<file path="src/rtl/spi_mem_arbiter_pkg.sv">
// Shared definitions for the SPI flash read arbiter.
//   arb_state_e : arbiter FSM states (IDLE -> ISSUE -> WAIT -> RESP)
//   ARB_ID_*    : requester identifiers (IF = instruction fetch, DM = data load)
//   other_id()  : the requester that is not the given one
package spi_mem_arbiter_pkg;

  typedef enum logic [1:0] {
    ARB_IDLE  = 2'd0,
    ARB_ISSUE = 2'd1,
    ARB_WAIT  = 2'd2,
    ARB_RESP  = 2'd3
  } arb_state_e;

  localparam logic ARB_ID_IF = 1'b0;
  localparam logic ARB_ID_DM = 1'b1;

  function automatic logic other_id(input logic id);
    return ~id;
  endfunction

endpackage

</file>
<file path="src/rtl/spi_mem_arbiter_rr_pick2.sv">
// Combinational two-way round-robin picker.
//   req_i[0]    : IF requesting, req_i[1] : DM requesting
//   last_i      : id granted most recently
//   gnt_valid_o : at least one requester pending
//   gnt_id_o    : chosen requester; when both pend, the one not granted last
module spi_mem_arbiter_rr_pick2
  import spi_mem_arbiter_pkg::*;
(
  input  logic [1:0] req_i,
  input  logic       last_i,
  output logic       gnt_valid_o,
  output logic       gnt_id_o
);

  // Winner selection
  always_comb begin
    gnt_valid_o = req_i[0] | req_i[1];
    gnt_id_o    = ARB_ID_IF;
    case (req_i)
      2'b01:   gnt_id_o = ARB_ID_IF;
      2'b10:   gnt_id_o = ARB_ID_DM;
      2'b11:   gnt_id_o = other_id(last_i);
      default: gnt_id_o = ARB_ID_IF;
    endcase
  end

endmodule

</file>
<file path="src/rtl/spi_mem_arbiter.sv">
// Arbitrates the single SPI flash read engine between instruction fetch (IF)
// and data load (DM). One transaction in flight, round-robin grants, response
// watchdog that aborts the engine, all outputs registered.
// Optional feature macro FETCH_CACHE_EN adds a one-entry IF result cache.
// Ports:
//   clk, rst_n              clock / async active-low reset
//   ena                     0 blocks new grants
//   if_req/if_addr          fetch request (level, held until if_ack)
//   if_ack/if_rdata/if_err  fetch response pulse, data, timeout flag
//   dm_*                    same set for data loads
//   mem_start/mem_addr      engine launch pulse and held address
//   mem_done/mem_rdata      engine completion pulse and data
//   mem_abort               watchdog abort pulse to engine
//   cache_flush             invalidate fetch cache
//   busy                    arbiter not idle
module spi_mem_arbiter
  import spi_mem_arbiter_pkg::*;
#(
  parameter int ADDR_W      = 16,
  parameter int DATA_W      = 16,
  parameter int TIMEOUT_CYC = 255
) (
  input  logic              clk,
  input  logic              rst_n,
  input  logic              ena,
  input  logic              if_req,
  input  logic [ADDR_W-1:0] if_addr,
  output logic              if_ack,
  output logic [DATA_W-1:0] if_rdata,
  output logic              if_err,
  input  logic              dm_req,
  input  logic [ADDR_W-1:0] dm_addr,
  output logic              dm_ack,
  output logic [DATA_W-1:0] dm_rdata,
  output logic              dm_err,
  output logic              mem_start,
  output logic [ADDR_W-1:0] mem_addr,
  input  logic              mem_done,
  input  logic [DATA_W-1:0] mem_rdata,
  output logic              mem_abort,
  input  logic              cache_flush,
  output logic              busy
);

  localparam int CNT_W = $clog2(TIMEOUT_CYC + 1);
  // WAIT cycle k (k = 1, 2, ...) holds count k-1, so this value marks the
  // TIMEOUT_CYC-th cycle after mem_start: the last one where done is accepted.
  localparam logic [CNT_W-1:0] CNT_LAST = CNT_W'(TIMEOUT_CYC - 1);
  localparam logic [DATA_W-1:0] ERR_DATA = {DATA_W{1'b1}};

  arb_state_e        state_q;
  logic              last_q;
  logic              id_q;
  logic              dropped_q;
  logic [CNT_W-1:0]  cnt_q;
  logic [ADDR_W-1:0] mem_addr_q;
  logic              mem_start_q, mem_abort_q, busy_q;
  logic              if_ack_q, dm_ack_q, if_err_q, dm_err_q;
  logic [DATA_W-1:0] if_rdata_q, dm_rdata_q;

  logic              gnt_valid_s, gnt_id_s;
  logic              win_req_s, keep_s;
  logic [DATA_W-1:0] resp_data_s;
  logic              resp_err_s;
  logic              hit_s;
  logic [DATA_W-1:0] c_data_s;

  spi_mem_arbiter_rr_pick2 u_pick (
    .req_i       ({dm_req, if_req}),
    .last_i      (last_q),
    .gnt_valid_o (gnt_valid_s),
    .gnt_id_o    (gnt_id_s)
  );

  // The response is delivered only if the winner has held its request throughout.
  assign win_req_s   = (id_q == ARB_ID_DM) ? dm_req : if_req;
  assign keep_s      = win_req_s & ~dropped_q;
  assign resp_data_s = mem_done ? mem_rdata : ERR_DATA;
  assign resp_err_s  = ~mem_done;

`ifdef FETCH_CACHE_EN
  logic              c_valid_q;
  logic [ADDR_W-1:0] c_tag_q;
  logic [DATA_W-1:0] c_data_q;
  logic              fill_s;

  assign hit_s    = c_valid_q && (c_tag_q == if_addr);
  assign c_data_s = c_data_q;
  assign fill_s   = ((state_q == ARB_ISSUE) || (state_q == ARB_WAIT)) && mem_done &&
                    (id_q == ARB_ID_IF) && keep_s;

  // Fetch cache entry; flush takes priority over a same-cycle fill
  always_ff @(posedge clk or negedge rst_n) begin
    if (!rst_n) begin
      c_valid_q <= 1'b0;
      c_tag_q   <= '0;
      c_data_q  <= '0;
    end else if (cache_flush) begin
      c_valid_q <= 1'b0;
    end else if (fill_s) begin
      c_valid_q <= 1'b1;
      c_tag_q   <= mem_addr_q;
      c_data_q  <= mem_rdata;
    end
  end
`else
  logic unused_flush_s;
  assign unused_flush_s = cache_flush;
  assign hit_s          = 1'b0;
  assign c_data_s       = '0;
`endif

  // Arbiter FSM with registered outputs
  always_ff @(posedge clk or negedge rst_n) begin
    if (!rst_n) begin
      state_q     <= ARB_IDLE;
      last_q      <= ARB_ID_DM;
      id_q        <= ARB_ID_IF;
      dropped_q   <= 1'b0;
      cnt_q       <= '0;
      mem_addr_q  <= '0;
      mem_start_q <= 1'b0;
      mem_abort_q <= 1'b0;
      busy_q      <= 1'b0;
      if_ack_q    <= 1'b0;
      dm_ack_q    <= 1'b0;
      if_err_q    <= 1'b0;
      dm_err_q    <= 1'b0;
      if_rdata_q  <= '0;
      dm_rdata_q  <= '0;
    end else begin
      mem_start_q <= 1'b0;
      mem_abort_q <= 1'b0;
      if_ack_q    <= 1'b0;
      dm_ack_q    <= 1'b0;
      if_err_q    <= 1'b0;
      dm_err_q    <= 1'b0;
      case (state_q)
        ARB_IDLE: begin
          if (ena && gnt_valid_s) begin
            id_q      <= gnt_id_s;
            last_q    <= gnt_id_s;
            dropped_q <= 1'b0;
            busy_q    <= 1'b1;
            if ((gnt_id_s == ARB_ID_IF) && hit_s) begin
              if_ack_q   <= 1'b1;
              if_rdata_q <= c_data_s;
              state_q    <= ARB_RESP;
            end else begin
              mem_addr_q  <= (gnt_id_s == ARB_ID_DM) ? dm_addr : if_addr;
              mem_start_q <= 1'b1;
              cnt_q       <= '0;
              state_q     <= ARB_ISSUE;
            end
          end else begin
            busy_q <= 1'b0;
          end
        end
        ARB_ISSUE, ARB_WAIT: begin
          // done is checked before the watchdog so a same-cycle done wins
          if (mem_done || ((state_q == ARB_WAIT) && (cnt_q == CNT_LAST))) begin
            state_q     <= ARB_RESP;
            mem_abort_q <= ~mem_done;
            if (keep_s && (id_q == ARB_ID_DM)) begin
              dm_ack_q   <= 1'b1;
              dm_rdata_q <= resp_data_s;
              dm_err_q   <= resp_err_s;
            end else if (keep_s) begin
              if_ack_q   <= 1'b1;
              if_rdata_q <= resp_data_s;
              if_err_q   <= resp_err_s;
            end
          end else begin
            state_q   <= ARB_WAIT;
            cnt_q     <= (state_q == ARB_ISSUE) ? '0 : cnt_q + CNT_W'(1);
            dropped_q <= dropped_q | ~win_req_s;
          end
        end
        ARB_RESP: begin
          state_q <= ARB_IDLE;
          busy_q  <= 1'b0;
        end
        default: begin
          state_q <= ARB_IDLE;
          busy_q  <= 1'b0;
        end
      endcase
    end
  end

  assign if_ack    = if_ack_q;
  assign if_rdata  = if_rdata_q;
  assign if_err    = if_err_q;
  assign dm_ack    = dm_ack_q;
  assign dm_rdata  = dm_rdata_q;
  assign dm_err    = dm_err_q;
  assign mem_start = mem_start_q;
  assign mem_addr  = mem_addr_q;
  assign mem_abort = mem_abort_q;
  assign busy      = busy_q;

endmodule

</file>
<file path="config.mk">
export PLATFORM = sky130hd
export DESIGN_NAME = spi_mem_arbiter
export DESIGN_NICKNAME = d
export VERILOG_FILES = /design/src/rtl/spi_mem_arbiter_pkg.sv /design/src/rtl/spi_mem_arbiter_rr_pick2.sv /design/src/rtl/spi_mem_arbiter.sv
export SDC_FILE = /design/constraint.sdc
export NUM_CORES = 1
export LEC_CHECK = 0
export ABC_CLOCK_PERIOD_IN_PS = 6420
export BUFFER_PORTS_ARGS = -buffer_cell sky130_fd_sc_hd__buf_2
export CAP_MARGIN = 20
export CORE_ASPECT_RATIO = 1.4
export CORE_MARGIN = 10
export CORE_UTILIZATION = 45
export CTS_CLUSTER_SIZE = 12
export DETAILED_ROUTE_END_ITERATION = 16
export PLACE_DENSITY = 0.82
export SKIP_LAST_GASP = 1
export SLEW_MARGIN = 20
export SYNTH_ARGS = -nofsm -noshare
export SYNTH_HDL_FRONTEND = slang
export SYNTH_SLANG_ARGS = --single-unit
</file>
<file path="constraint.sdc">
create_clock -name clk -period 6.42 [get_ports clk]
set_clock_uncertainty 0.2 [all_clocks]
set_input_delay 1.284 -clock clk [delete_from_list [all_inputs] [get_ports clk]]
set_output_delay 1.284 -clock clk [all_outputs]
set_load 0.03 [all_outputs]
</file>
==> results of run 1 <==
[worst max-delay path, delay by kind of cell]
family / cells / cell delay, ps
AOI/OAI and AO/OA: 1 / 380
buffers and inverters: 1 / 290
muxes: 1 / 390
and+or+nand+nor: 1 / 410
[cells by family after synthesis]
family                   count (synthesis)  synth area share
adder cells (fa/ha/maj)                  6            0.0238
AND/OR/NAND/NOR                         71             0.132
multiplexers                            52             0.190
AO/OA/AOI/OAI                           42            0.0827
flip-flops                              68             0.539
buffers and inverters                   18            0.0329
[power by group through the flow]
stage / Clock (mW) / Sequential [mW] / Combinational, mW
detailed placement: 0 / 0.699 / 0.874
finish: 0.421 / 0.694 / 0.861
floorplan: 0 / 0.969 / 0.334
global route: 0.450 / 0.717 / 0.938
global placement: 0 / 0.686 / 0.853
CTS: 0.431 / 0.693 / 0.875
[stage by stage]
stage / hold WS, ps / power (mW) / instances / util / worst slack [ps]
2_1_floorplan: 298 / 1.30 / 257 / - / 3890
3_3_place_gp: 257 / 1.54 / 451 / 0.546 / 3340
3_5_place_dp: 265 / 1.57 / 451 / 0.546 / 3310
4_1_cts: 282 / 2.00 / 467 / 0.581 / 3670
5_1_grt: 310 / 2.11 / 467 / 0.582 / 3600
6_report: 277 / 1.97 / 467 / 0.582 / 3660
[layer usage]
metal | up-vias | share of wire | track usage | wire [um]
met4 | 0 | 0.0085 | 0.0472 | 63
li1 | 1120 | - | - | -
met2 | 81 | 0.51 | 0.244 | 3820
met1 | 1107 | 0.40 | 0.150 | 2980
met3 | 6 | 0.077 | 0.0484 | 570
met5 | - | 0 | 0 | 0
[final cells by class]
cell class,instances,area [um^2],share of cell area
timing repair buffer,110,556,0.139
multi-input combinational,171,1370,0.341
tap,95,119,0.0297
sequential,68,1700,0.425
clock inverter,6,113,0.0281
inverter,7,26.3,0.00655
clock buffer,10,128,0.0318
[worst paths after layout]
path                                       endpoint  slack [ps]                     start
setup / recovery            dm_rdata[3]$_DFFE_PN0P_        3660                  mem_done
hold / removal             mem_addr[15]$_DFFE_PN0P_         280  mem_addr[15]$_DFFE_PN0P_
max in group asynchronous          id_q$_DFFE_PN0P_        4490                     rst_n
min in group asynchronous   mem_addr[0]$_DFFE_PN0P_         930                     rst_n
setup reg to reg            dm_rdata[3]$_DFFE_PN0P_        3870    state_q[0]$_DFFE_PN0P_
hold reg to reg            mem_addr[15]$_DFFE_PN0P_         280  mem_addr[15]$_DFFE_PN0P_
[placed cells by master, fill, tap and decap left out, types with 2 or more instances in the layout]
cell type / netlist / routed
ha_1: 6 / 6
clkinv_4: 0 / 2
buf_2: 1 / 108
a31oi_1: 6 / 6
nand2_1: 23 / 23
bufinv_16: 0 / 3
a21oi_1: 4 / 4
mux2i_1: 16 / 16
o21a_1: 3 / 3
or2b_2: 8 / 8
buf_4: 1 / 2
o211ai_1: 3 / 3
nand4_1: 4 / 4
nor4_1: 2 / 2
nand3_1: 7 / 7
mux2_4: 9 / 9
nand2b_1: 10 / 10
and2_1: 2 / 2
dfrtp_1: 67 / 67
mux2_2: 27 / 27
nor2_1: 4 / 4
o21ai_0: 19 / 19
clkbuf_8: 0 / 9
inv_1: 7 / 7
and3_1: 2 / 2
nor2b_1: 3 / 3
[state kept, by name, indices dropped and copies added, names as in the netlist]
signal	count
state_q	2
busy	1
mem_abort	1
if_err	1
if_rdata	16
dm_ack	1
id_q	1
if_ack	1
mem_addr	16
dropped_q	1
dm_err	1
last_q	1
dm_rdata	16
mem_start	1
cnt_q	8
==> reports/results.ini, run 1 <==
[run_status]
status = finished, final reports clean

[yosys]
synth_area_leader_cell = dfrtp_1
ys_warn_count = 0
ys_seq_elements = 68
syn_area_mm2 = 0.00316
yosysMostFrequentCell = dfrtp_1
synth_common_cells = dfrtp_1, mux2_2, nand2_1
synthCells = 257
ys_seq_area_frac = 0.539
synth_top_flop_cell = dfrtp_1
synth_top_area_frac = 0.530
avgSynthCellArea_um2 = 12.3
syn-num-nets = 318
synth.area.top_cells = dfrtp_1, mux2_2, mux2i_1
synth_edf_count = 0
synth-async-reset-ratio = 1.00
ys_types = 40

[power_and_ir_drop]
power_frac_seq = 0.351
switching_power_mw = 0.820
power_frac_clock = 0.213
p_int_mw = 1.15
p_comb_frac = 0.436
switching_share = 0.415
ir_drop_mv = 0.261
cellLeakagePower_nw = 2.12
powerDensity_mw_per_mm2 = 493

[run]
maxCapViolations = 0

[placed_design]
dp.final_hpwl_um = 5540
place_congestion = 0.782
port_buffers = 108
place_area_mm2 = 0.00376

[critical_path]
crit_path_top_delay_cell = nor2_8
startpoint_type = primary input
cp_slowest_stage_delay_ps = 410
cp.arrival_ps = 2760
criticalPathCategory = in -> reg
critPathMaxFanout = 19
crit_required_ps = 6420
worstRegToRegCells = 5
worstPathCellList = buf_2 -> o21ba_1 -> nor2_8 -> mux2_2
worstSetupEndpointType = register

[clocking]
hold_buffers = 0
htreeDepth = 3
ctsResizeCount = 0
cts.sinks = 68
clockRootBuffer = clkbuf_8
cts_buffers = 9
tritoncts = yes
insertion_delay_ps = 330
cts_setup_buffers = 0
clk_pin_slew_ps = 70
clock_path_buffers = 2

[routing]
drtPass1Iterations = 4
via_per_inst = 4.96
routed_wl_um = 7440
wire_per_inst_um = 15.9
drtAntennaViolNets = 0
drc = 0
dr_total_vias = 2314
first_iter_violations = 71

[timing]
timing.final.crit_share = 0.429
relSlewSlack = 0.422
fmax_ghz = 0.363
fin_crit_ps = 2760
worst_slew_pin_slew_ps = 866
setup-tns-final_ps = 0
report.final.setup_viol = 0
maxSlewViolCount = 0
hold_viol = 0
rsz0062_at_grt = no

[floorplanning]
start_util = 0.459
num_io_pins = 110
num_rows = 36
die_y_um = 119
core_region_area_mm2 = 0.00689
die_area_mm2 = 0.0108
die-width_um = 90.8

[global_routing]
grt_overflow = 0
antenna_found_initial = 0
grt_first_pass_wirelength_um = 12600
grt_max_degree = 69
grt_usage = 0.138
grt_pass1_vias = 2659

[cells_and_area]
drive_gt1_frac = 0.476
n_fill_cell = 591
area_growth_pct = 26.8
nets = 428
final_area_mm2 = 0.00401
diodes = 0

[hold_path]
worst_hold_path_type = reg -> reg
min_path_cells = 2

Note: power is estimated with default switching activity, not from simulation.
==> run 2: changes to the inputs <==
ABC_CLOCK_PERIOD_IN_PS = 2200   (was 6420)
PLACE_DENSITY = 0.85   (was 0.82)
clock period = 2.2 ns   (was 6.42 ns; I/O delays follow)
==> run 2 against run 1 <==
  * First-iteration DRC count grew 140%
  * Largest power group unchanged
  * Core utilization grew 2.2 points
  * Largest cell class unchanged
  * Sequential share of layout area shrank 1.5 points
  * Global-route usage grew 0.48 points
==> reports/results.ini, run 2 (synthesized netlist as in run 1, its figures left out) <==
[run]
maxCapViolations = 0

[timing]
postLayoutSetupSlackWorst_ps = 146
setup-tns-final_ps = 0
rsz0062_at_grt = no
worst_slew_pin_slew_ps = 586
timing.final.crit_share = 0.934
report.final.setup_viol = 0
relSlewSlack = 0.609
fmax_ghz = 0.487
hold_viol = 0
holdWs_ps = 181
fin_crit_ps = 2050
maxSlewViolCount = 0

[routing]
via_per_inst = 4.97
drc = 0
routed_wl_um = 7470
drtPass1Iterations = 4
first_iter_violations = 169
drtAntennaViolNets = 0
wire_per_inst_um = 15.5
dr_total_vias = 2394

[clocking]
clock_path_buffers = 2
htreeDepth = 3
clockRootBuffer = clkbuf_8
clk_pin_slew_ps = 70
tritoncts = yes
insertion_delay_ps = 340
cts_buffers = 9
cts.sinks = 68

[cells_and_area]
layout_common_cells = buf_2, dfrtp_1, mux2_2
area_growth_pct = 31.6
final_core_util = 0.603
final_area_mm2 = 0.00416
final_common_cell = buf_2
drive_gt1_frac = 0.496
nets = 443
diodes = 0

[floorplanning]
die_y_um = 119
num_rows = 36
die_area_mm2 = 0.0108
core_region_area_mm2 = 0.00689
num_io_pins = 110
die-width_um = 90.8
start_util = 0.459

[critical_path]
cp.arrival_ps = 2080
cpLargestDelayFamily = flip-flops
worstRegToRegCells = 7
crit_required_ps = 2220
reg2reg_from = state_q[0]$_DFFE_PN0P_
crit_cells = 7
worstSetupEndpointType = register
crit_path_top_delay_cell = dfrtp_1
cp-endpoint = dm_rdata[4]$_DFFE_PN0P_
r2r_end = dm_rdata[4]$_DFFE_PN0P_
cp-startpoint = state_q[0]$_DFFE_PN0P_
startpoint_type = register
r2r_slack_ps = 150
critPathMaxFanout = 6
worstPathCellList = inv_1 -> ha_1 -> nand4_1 -> buf_4 -> nor2_8 -> buf_12 -> mux2_2
path_buf_inv = 3
criticalPathCategory = reg -> reg
cp_slowest_stage_delay_ps = 400

[global_routing]
grt_overflow = 0
grt_usage = 0.143
grt_max_degree = 39
grt_pass1_vias = 2748
antenna_found_initial = 0
grt_first_pass_wirelength_um = 12800

[run_status]
status = finished, final reports clean

[placed_design]
dp.final_hpwl_um = 5790
place_congestion = 0.822
dp_slack_ps = -36.4
place_area_mm2 = 0.00387
port_buffers = 108

[power_and_ir_drop]
cellLeakagePower_nw = 2.20
powerDensity_mw_per_mm2 = 1390
ir_drop_mv = 0.739

[hold_path]
worst_hold_path_type = in -> reg

-- run 2: per-layer routing --
layer | global-route usage | wire (um) | up-vias
met4 | 0.0521 | 133 | 0
li1 | - | - | 1149
met1 | 0.146 | 2810 | 1134
met3 | 0.0603 | 546 | 14
met2 | 0.254 | 3980 | 97
met5 | 0 | 0 | -
-- run 2: worst min-delay path by stage --
stage,start,to,slack [ps],cells after the start
6_report,if_addr[1],mem_addr[1]$_DFFE_PN0P_,180,3
5_1_grt,if_addr[4],mem_addr[4]$_DFFE_PN0P_,180,3
4_1_cts,if_addr[1],mem_addr[1]$_DFFE_PN0P_,170,3
3_5_place_dp,rst_n,mem_addr[6]$_DFFE_PN0P_,270,1
3_3_place_gp,rst_n,mem_addr[3]$_DFFE_PN0P_,260,1
2_1_floorplan,rst_n,busy$_DFFE_PN0P_,-60,0
-- run 2: cell type report --
type	count	area (um^2)
fillers	553	2730
flip-flops and latches	68	1700
multi-input cells	171	1360
repair buffers	125	733
clock buffers	11	141
well taps	95	119
clock inverters	5	75.1
inverters	7	26.3
-- run 2: power breakdown --
part | switching (mW) | leakage [nW] | internal [mW]
clock network | 0.454 | 0.113 | 0.663
logic | 1.67 | 1.21 | 0.964
registers | 0.284 | 0.874 | 1.75
total | 2.41 | 2.20 | 3.37
-- run 2: through the flow --
stage,power [mW],cells
floorplan,3.80,257
global placement,4.58,461
detailed placement,4.69,461
CTS,5.84,481
global route,6.15,482
finish,5.78,482
-- run 2: what timing repair did --
action	4_1_cts	5_1_grt
endpoints found under the hold margin	22	0
endpoints found under the setup margin	7	21
pin swaps	1	1
resized for setup	0	1
setup buffers	3	1
hold buffers	1	0
-- run 2: worst register-to-register path, cell delays in order (launching register included) --
cell and delay [ps]:
dfrtp_1 400, inv_1 80, ha_1 370, nand4_1 100, buf_4 170, nor2_8 150
buf_12 130, mux2_2 340
